**config.mk**
```make
export PLATFORM = sky130hd
export DESIGN_NAME = memory_dumper
export DESIGN_NICKNAME = d
export VERILOG_FILES = /design/src/rtl/memory_dumper_pkg.sv /design/src/rtl/memory_dumper_balanced_ternary_incrementer.sv /design/src/rtl/memory_dumper.sv
export SDC_FILE = /design/constraint.sdc
export NUM_CORES = 1
export LEC_CHECK = 0
export ABC_AREA = 1
export ABC_CLOCK_PERIOD_IN_PS = 5250
export CORE_ASPECT_RATIO = 0.6
export CORE_MARGIN = 2
export CORE_UTILIZATION = 58
export CTS_BUF_LIST = sky130_fd_sc_hd__clkbuf_4
export CTS_CLUSTER_SIZE = 30
export DETAILED_ROUTE_END_ITERATION = 10
export HOLD_SLACK_MARGIN = 0.05
export PLACE_DENSITY = 0.95
export SETUP_SLACK_MARGIN = 0.1
export SYNTH_ARGS = -nofsm -noshare
export SYNTH_HDL_FRONTEND = slang
export SYNTH_SLANG_ARGS = --single-unit
```
**constraint.sdc**
```tcl
create_clock -name clock -period 5.25 [get_ports clock]
set_input_delay 1.05 -clock clock [delete_from_list [all_inputs] [get_ports clock]]
set_output_delay 1.05 -clock clock [all_outputs]
set_load 0.05 [all_outputs]
```
**src/rtl/memory_dumper_pkg.sv**
```systemverilog
// Shared constants, trit codes and FSM states for the ternary memory dumper.
// The conversion helpers are reusable by any block that decodes balanced-ternary words.
package memory_dumper_pkg;

  localparam int DUMP_TRITS   = 9;
  localparam int DUMP_WORD_W  = 2 * DUMP_TRITS;
  localparam int DUMP_COUNT_W = 10;
  localparam int DUMP_OUT_W   = 16;

  // Trit codes; 2'b11 is not a legal trit.
  localparam logic [1:0] TRIT_NEG  = 2'b10;
  localparam logic [1:0] TRIT_ZERO = 2'b00;
  localparam logic [1:0] TRIT_POS  = 2'b01;

  typedef enum logic [2:0] {
    S_IDLE,
    S_READ,
    S_WAIT,
    S_CONVERT,
    S_PRESENT,
    S_FINISH
  } state_t;

  function automatic logic signed [1:0] trit_value(input logic [1:0] code);
    case (code)
      TRIT_NEG: trit_value = -2'sd1;
      TRIT_POS: trit_value = 2'sd1;
      default:  trit_value = 2'sd0;
    endcase
  endfunction

  function automatic logic trit_valid(input logic [1:0] code);
    trit_valid = (code == TRIT_NEG) || (code == TRIT_ZERO) || (code == TRIT_POS);
  endfunction

endpackage

```
**src/rtl/memory_dumper_balanced_ternary_incrementer.sv**
```systemverilog
// Combinational balanced-ternary +1 with ripple carry; carry out of the top trit is dropped.
// Also intended for the CPU program counter.
module balanced_ternary_incrementer
  import memory_dumper_pkg::*;
#(
  parameter int TRITS = DUMP_TRITS
) (
  input  logic [2*TRITS-1:0] value,
  output logic [2*TRITS-1:0] incremented
);

  logic carry;

  always_comb begin
    // NOTE: every variable gets a default before any branch so no latch is inferred.
    incremented = value;
    carry       = 1'b1;
    for (int i = 0; i < TRITS; i++) begin
      if (carry) begin
        case (value[2*i +: 2])
          TRIT_NEG: begin incremented[2*i +: 2] = TRIT_ZERO; carry = 1'b0; end
          TRIT_POS: begin incremented[2*i +: 2] = TRIT_NEG;  carry = 1'b1; end
          default:  begin incremented[2*i +: 2] = TRIT_POS;  carry = 1'b0; end
        endcase
      end
    end
  end

endmodule

```
**src/rtl/memory_dumper.sv**
```systemverilog
// Reads a block of ternary words, converts each to signed binary and streams it out
// over valid/ready together with its source address.
module memory_dumper
  import memory_dumper_pkg::*;
#(
  parameter int TRITS   = DUMP_TRITS,
  parameter int COUNT_W = DUMP_COUNT_W,
  parameter int OUT_W   = DUMP_OUT_W
) (
  input  logic                    clock,
  input  logic                    reset,
  input  logic                    start,
  input  logic [2*TRITS-1:0]      start_addr,
  input  logic [COUNT_W-1:0]      word_count,
  output logic                    busy,
  output logic                    done,
  output logic                    trit_error,
  output logic                    mem_read,
  output logic [2*TRITS-1:0]      mem_address,
  input  logic [2*TRITS-1:0]      mem_read_data,
  output logic                    out_valid,
  input  logic                    out_ready,
  output logic signed [OUT_W-1:0] out_data,
  output logic [2*TRITS-1:0]      out_addr,
  output logic                    out_last
);

  localparam int IDX_W = $clog2(TRITS);

  state_t                    state;
  logic [2*TRITS-1:0]        addr;
  logic [2*TRITS-1:0]        addr_next;
  logic [2*TRITS-1:0]        word;
  logic signed [OUT_W-1:0]   acc;
  logic signed [OUT_W-1:0]   acc_next;
  logic [COUNT_W-1:0]        remaining;
  logic [IDX_W-1:0]          trit_idx;
  logic [1:0]                cur_code;
  logic signed [1:0]         cur_value;

  balanced_ternary_incrementer #(.TRITS(TRITS)) u_inc (
    .value       (addr),
    .incremented (addr_next)
  );

  // Horner step, most significant trit first: acc*3 + t.
  assign cur_code  = word[{trit_idx, 1'b0} +: 2];
  assign cur_value = trit_value(cur_code);
  assign acc_next  = (acc <<< 1) + acc + $signed({{(OUT_W-2){cur_value[1]}}, cur_value});

  assign mem_address = addr;
  assign out_addr    = addr;
  assign out_data    = acc;

  always_ff @(posedge clock or posedge reset) begin
    if (reset) begin
      state      <= S_IDLE;
      addr       <= '0;
      word       <= '0;
      acc        <= '0;
      remaining  <= '0;
      trit_idx   <= '0;
      busy       <= 1'b0;
      done       <= 1'b0;
      trit_error <= 1'b0;
      mem_read   <= 1'b0;
      out_valid  <= 1'b0;
      out_last   <= 1'b0;
    end else begin
      // NOTE: state registers use non-blocking assignments so every update sees pre-edge values.
      case (state)
        S_IDLE: begin
          if (start) begin
            addr       <= start_addr;
            remaining  <= word_count;
            trit_error <= 1'b0;
            busy       <= 1'b1;
            if (word_count == '0) begin
              state <= S_FINISH;
              done  <= 1'b1;
            end else begin
              state    <= S_READ;
              mem_read <= 1'b1;
            end
          end
        end
        S_READ: begin
          mem_read <= 1'b0;
          state    <= S_WAIT;
        end
        S_WAIT: begin
          word     <= mem_read_data;
          acc      <= '0;
          trit_idx <= IDX_W'(TRITS - 1);
          state    <= S_CONVERT;
        end
        S_CONVERT: begin
          acc      <= acc_next;
          trit_idx <= trit_idx - 1'b1;
          if (!trit_valid(cur_code)) trit_error <= 1'b1;
          if (trit_idx == '0) begin
            state     <= S_PRESENT;
            out_valid <= 1'b1;
            out_last  <= (remaining == COUNT_W'(1));
          end
        end
        S_PRESENT: begin
          if (out_ready) begin
            out_valid <= 1'b0;
            out_last  <= 1'b0;
            remaining <= remaining - 1'b1;
            addr      <= addr_next;
            if (remaining == COUNT_W'(1)) begin
              state <= S_FINISH;
              done  <= 1'b1;
            end else begin
              state    <= S_READ;
              mem_read <= 1'b1;
            end
          end
        end
        S_FINISH: begin
          done  <= 1'b0;
          busy  <= 1'b0;
          state <= S_IDLE;
        end
        default: state <= S_IDLE;
      endcase
    end
  end

endmodule

```
==> results.md <==
- Final-layout worst hold slack: 0.4937 ns
- CP Launch Point: trit_idx[0]
- Slew HR: 42.04%
- Worst reg2reg endpoint: out_data[15]
- Critical path data required time: 5.65 ns
- Master cell of the clock root buffer: sky130_fd_sc_hd__clkbuf_4
- Fraction of power consumed by combinational cells: 69.3%
- Overall power after layout: 4737 uW
- Sinks on the clock net: 75
- Switching power: 2648 uW
- Multiplexer area fraction after synthesis: 0.3675%
- Critical path arrival: 4.26 ns
- YS warnings: 0
- TritonCTS clock tree: built
- Cell count after synthesis: 747
- Initial antenna violation count: 0
- Tcrit/Tclk final: 73.55%
- Standard-cell rows: 27
- Crit path cell chain: inv_1 > nand3_1 > nor2_1 > nand2_1 > nand2_1 > ha_1 > inv_1 > fa_1 > inv_1 > ha_1 > nand2_1 > nand2_1 > inv_1 > nand2_1 > a21oi_1 > nand2_1 > nand2_1 > nand3_1 > nand2_1
- Maximum number of pins on one net before global-route repair: 47
- Boundary pin count: 108
- Syn-to-layout area delta: 21.06%
- Post-placement cell area: 0.006459 mm2
- Largest stage delay on the critical path: 0.57 ns
- Setup Fix Bufs, Post-CTS: 0
- Distinct cell type count of the synthesized netlist: 40
- Weighted congestion at the end of routability-driven global placement: 0.9431
- Drt wl/cell: 14.37 um
- Slew @ Worst Pin: 0.8684 ns
- Routing usage on met3: 7.480%
- DRC marker count from the first detailed-route iteration: 538
- Simple-gate share of the synthesized area: 27.58%
- Max Fanout on Critical Path: 16
- Total clock buffers created by CTS: 9
- IR drop worst, VDD: 336.5 uV
- Gr busiest metal: met1
- Worst Path Buf+Inv: 4
- P per Cell Area: 718.2 mW/mm2
- Area of all placed cells without fillers: 0.006595 mm2
- Ratio of cells with drive above 1 in the final layout: 4.671%
- Leakage Power: 0.003496 uW
- Number of search-and-repair iterations in the first detailed-routing pass: 5
- Seq cells post-synth: 75
- H-tree levels: 3
- GRT Resource Usage Total: 28.62%
- Post-DR vias/cell: 5.346
- Result of the run: finished, final reports clean
- Post-cts sizing count: 0
- Post-synth net total: 849
- Setup clock skew after layout: 0.01589 ns
- Final hold violations: 0
- Startpoint-to-endpoint class of the critical path: register to register
- Register-to-register setup slack: 1.39 ns
- Antenna-violating nets left: 0
- DPL Wire Length: 10690 um
- Clock slew seen by the registers of the worst setup and hold paths: 0.13 ns
- Category of cells accounting for the largest share of critical-path delay: adder cells
- Number of diodes: 0
- Final setup viols: 0
- Floorplan Core Area: 0.009155 mm2
- Port buffer count: 107
- Aggregate routed wire length: 13870 um
- M1 GR Usage: 45.20%
- Slowest CP cell: sky130_fd_sc_hd__fa_1
- Wire length of the first global-routing pass: 22810 um
- Total DRC errors in the routed layout: 0
- Worst Reg-to-Reg Cells: 19
- Nature of the critical path endpoint: register
- Clock network fraction of total power: 7.7%
- Main combinational cell family by area after synthesis: simple AND/OR/NAND/NOR gates
- Post-synthesis compound-gate area fraction: 11.09%
- Critical path launch point type: register
- Overall overflow remaining after global route: 0
- Worst min-delay path class: register to register
- Syn Area/Cell: 7.293 um2
- Floorplan die height: 79.07 um
- M2 GR Usage: 38.68%
- Setup Total Neg Slack: 0 ns
- Area of the die: 0.01021 mm2
- Max-slew violation count: 0
- Achievable frequency: 259.0 MHz
- Sequential share of power: 23.0%
- Final net count: 932
- Sequential share of the synthesized area: 34.45%
- Die span in x: 129.1 um
- Adder-Cell Fraction of Synth Area: 13.05%
- Worst R2R Start: trit_idx[0]
- Max-capacitance violation count: 0
- Initial core utilization: 59.51%
- Fraction of power spent switching nets: 55.91%
- Vias in the first global route: 4711
- Clock tree buffer depth: 2
- XOR/XNOR Fraction of Synth Area: 1.447%
- Hold Crit Start: word[4]
- CTS Hold Buffers Added: 0
- Unrepaired setup endpoints after global routing: false
- Final min period: 3.862 ns
- Sink of the worst hold path: word[4]
- Total internal power: 2088 uW
- Clock latency reported for the late side of the worst-skew pair: 0.45 ns
- Depth of the worst hold-timing path: 2
- Total number of vias: 5159
- Crit-path most repeated cell: sky130_fd_sc_hd__nand2_1
- Netlist area before placement: 0.005448 mm2
per-stage QoR:
step	setup slack, ns	cells	util [%]
after global placement	1.628	949	70.55
after floorplan	1.765	747	-
after global routing	1.071	965	72.04
after detailed placement	1.463	949	70.55
after CTS	1.463	965	72.04
final	1.388	965	72.04
synthesized netlist by cell type (all sizes together):
master	count	share of area, %
o21bai	1	0.14
nand3	44	4.0
a22o	5	0.80
o211ai	8	1.1
o21a	1	0.14
o22ai	1	0.11
xnor2	1	0.16
a32o	1	0.18
buf	29	3.8
nor3b	1	0.14
a31oi	8	0.92
o31a	1	0.16
nand2	233	16
nor3	3	0.37
clkbuf	8	0.55
o21ai	51	4.7
a21o	7	0.96
a21oi	19	1.7
fa	8	2.9
dfrtp	75	34
and3	1	0.11
xor2	8	1.3
inv	111	7.6
a22oi	1	0.14
nand3b	2	0.28
ha	44	10
mux2i	2	0.37
or2	6	0.69
nand4	10	1.1
nor2	57	4.4
cell families (layout without fill, tap and decap cells):
group / count (synthesis) / in the layout
AND/OR/NAND/NOR: 357 / 357
buffers and inverters: 148 / 236
AO/OA/AOI/OAI: 104 / 104
flip-flops: 75 / 75
adder cells (fa/ha/maj): 52 / 52
XOR/XNOR: 9 / 9
multiplexers: 2 / 2
final cells by class:
class	count	area, um2
Timing Repair Buffer	109	1086
Tap cell	130	162.7
Inverter	111	416.7
Clock buffer	9	67.56
Multi-Input combinational cell	524	2917
Sequential cell	75	1877
Clock inverter	7	68.82
Fill cell	739	2560
state kept, by name (all words and copies together), names as in the netlist:
register     count
out_last         1
out_valid        1
mem_read         1
remaining       10
busy             1
word            18
mem_address     18
trit_error       1
state            3
out_data        16
done             1
trit_idx         4
worst min-delay path, stage by stage, from the launching register on:
cell and delay (ns):
sky130_fd_sc_hd__dfrtp_1 0.37, sky130_fd_sc_hd__nand2_1 0.06, sky130_fd_sc_hd__nand2_1 0.05
how the worst max path moves through the flow:
stage	end	slack, ns	depth (start not counted)
after floorplan	out_data[14]	1.76	20
after global placement	out_data[15]	1.63	18
after detailed placement	out_data[15]	1.46	19
after CTS	out_data[15]	1.46	19
after global routing	out_data[15]	1.07	19
final	out_data[15]	1.39	19
cells in the final DEF, fill, tap and decap left out, types with 2 or more instances in the layout:
cell and instances:
sky130_fd_sc_hd__buf_4 2, sky130_fd_sc_hd__mux2i_1 2, sky130_fd_sc_hd__nor2_4 3, sky130_fd_sc_hd__nand4_1 10, sky130_fd_sc_hd__a21o_1 7, sky130_fd_sc_hd__a31oi_1 8
sky130_fd_sc_hd__clkbuf_4 9, sky130_fd_sc_hd__or2_2 5, sky130_fd_sc_hd__nand3b_1 2, sky130_fd_sc_hd__ha_1 44, sky130_fd_sc_hd__inv_2 7, sky130_fd_sc_hd__dfrtp_1 75
sky130_fd_sc_hd__inv_1 104, sky130_fd_sc_hd__o21ai_0 49, sky130_fd_sc_hd__clkdlybuf4s50_1 107, sky130_fd_sc_hd__o211ai_1 8, sky130_fd_sc_hd__o21ai_1 2, sky130_fd_sc_hd__xor2_1 8
sky130_fd_sc_hd__clkinv_2 3, sky130_fd_sc_hd__a21oi_1 19, sky130_fd_sc_hd__nand2_2 2, sky130_fd_sc_hd__clkinvlp_4 2, sky130_fd_sc_hd__fa_1 8, sky130_fd_sc_hd__a22o_1 5
sky130_fd_sc_hd__nand2_4 2, sky130_fd_sc_hd__nand3_1 44, sky130_fd_sc_hd__nor3_1 2, sky130_fd_sc_hd__nor2_1 53, sky130_fd_sc_hd__nand2_1 229
routing by layer:
| metal | vias up | wire [um] |
|---|---|---|
| met3 | 22 | 1498 |
| met4 | 0 | 151 |
| li1 | 2523 | - |
| met1 | 2342 | 6667 |
| met5 | - | 0 |
| met2 | 272 | 5551 |
power by group through the flow:
stage	Sequential [uW]	Combinational [uW]	Clock (uW)
final	1090	3280	367
after global routing	1130	3610	392
after CTS	1080	3250	368
after detailed placement	1090	3240	0
after global placement	1080	3120	0
after floorplan	1450	2050	0
Note: power is estimated with default switching activity, not from simulation.
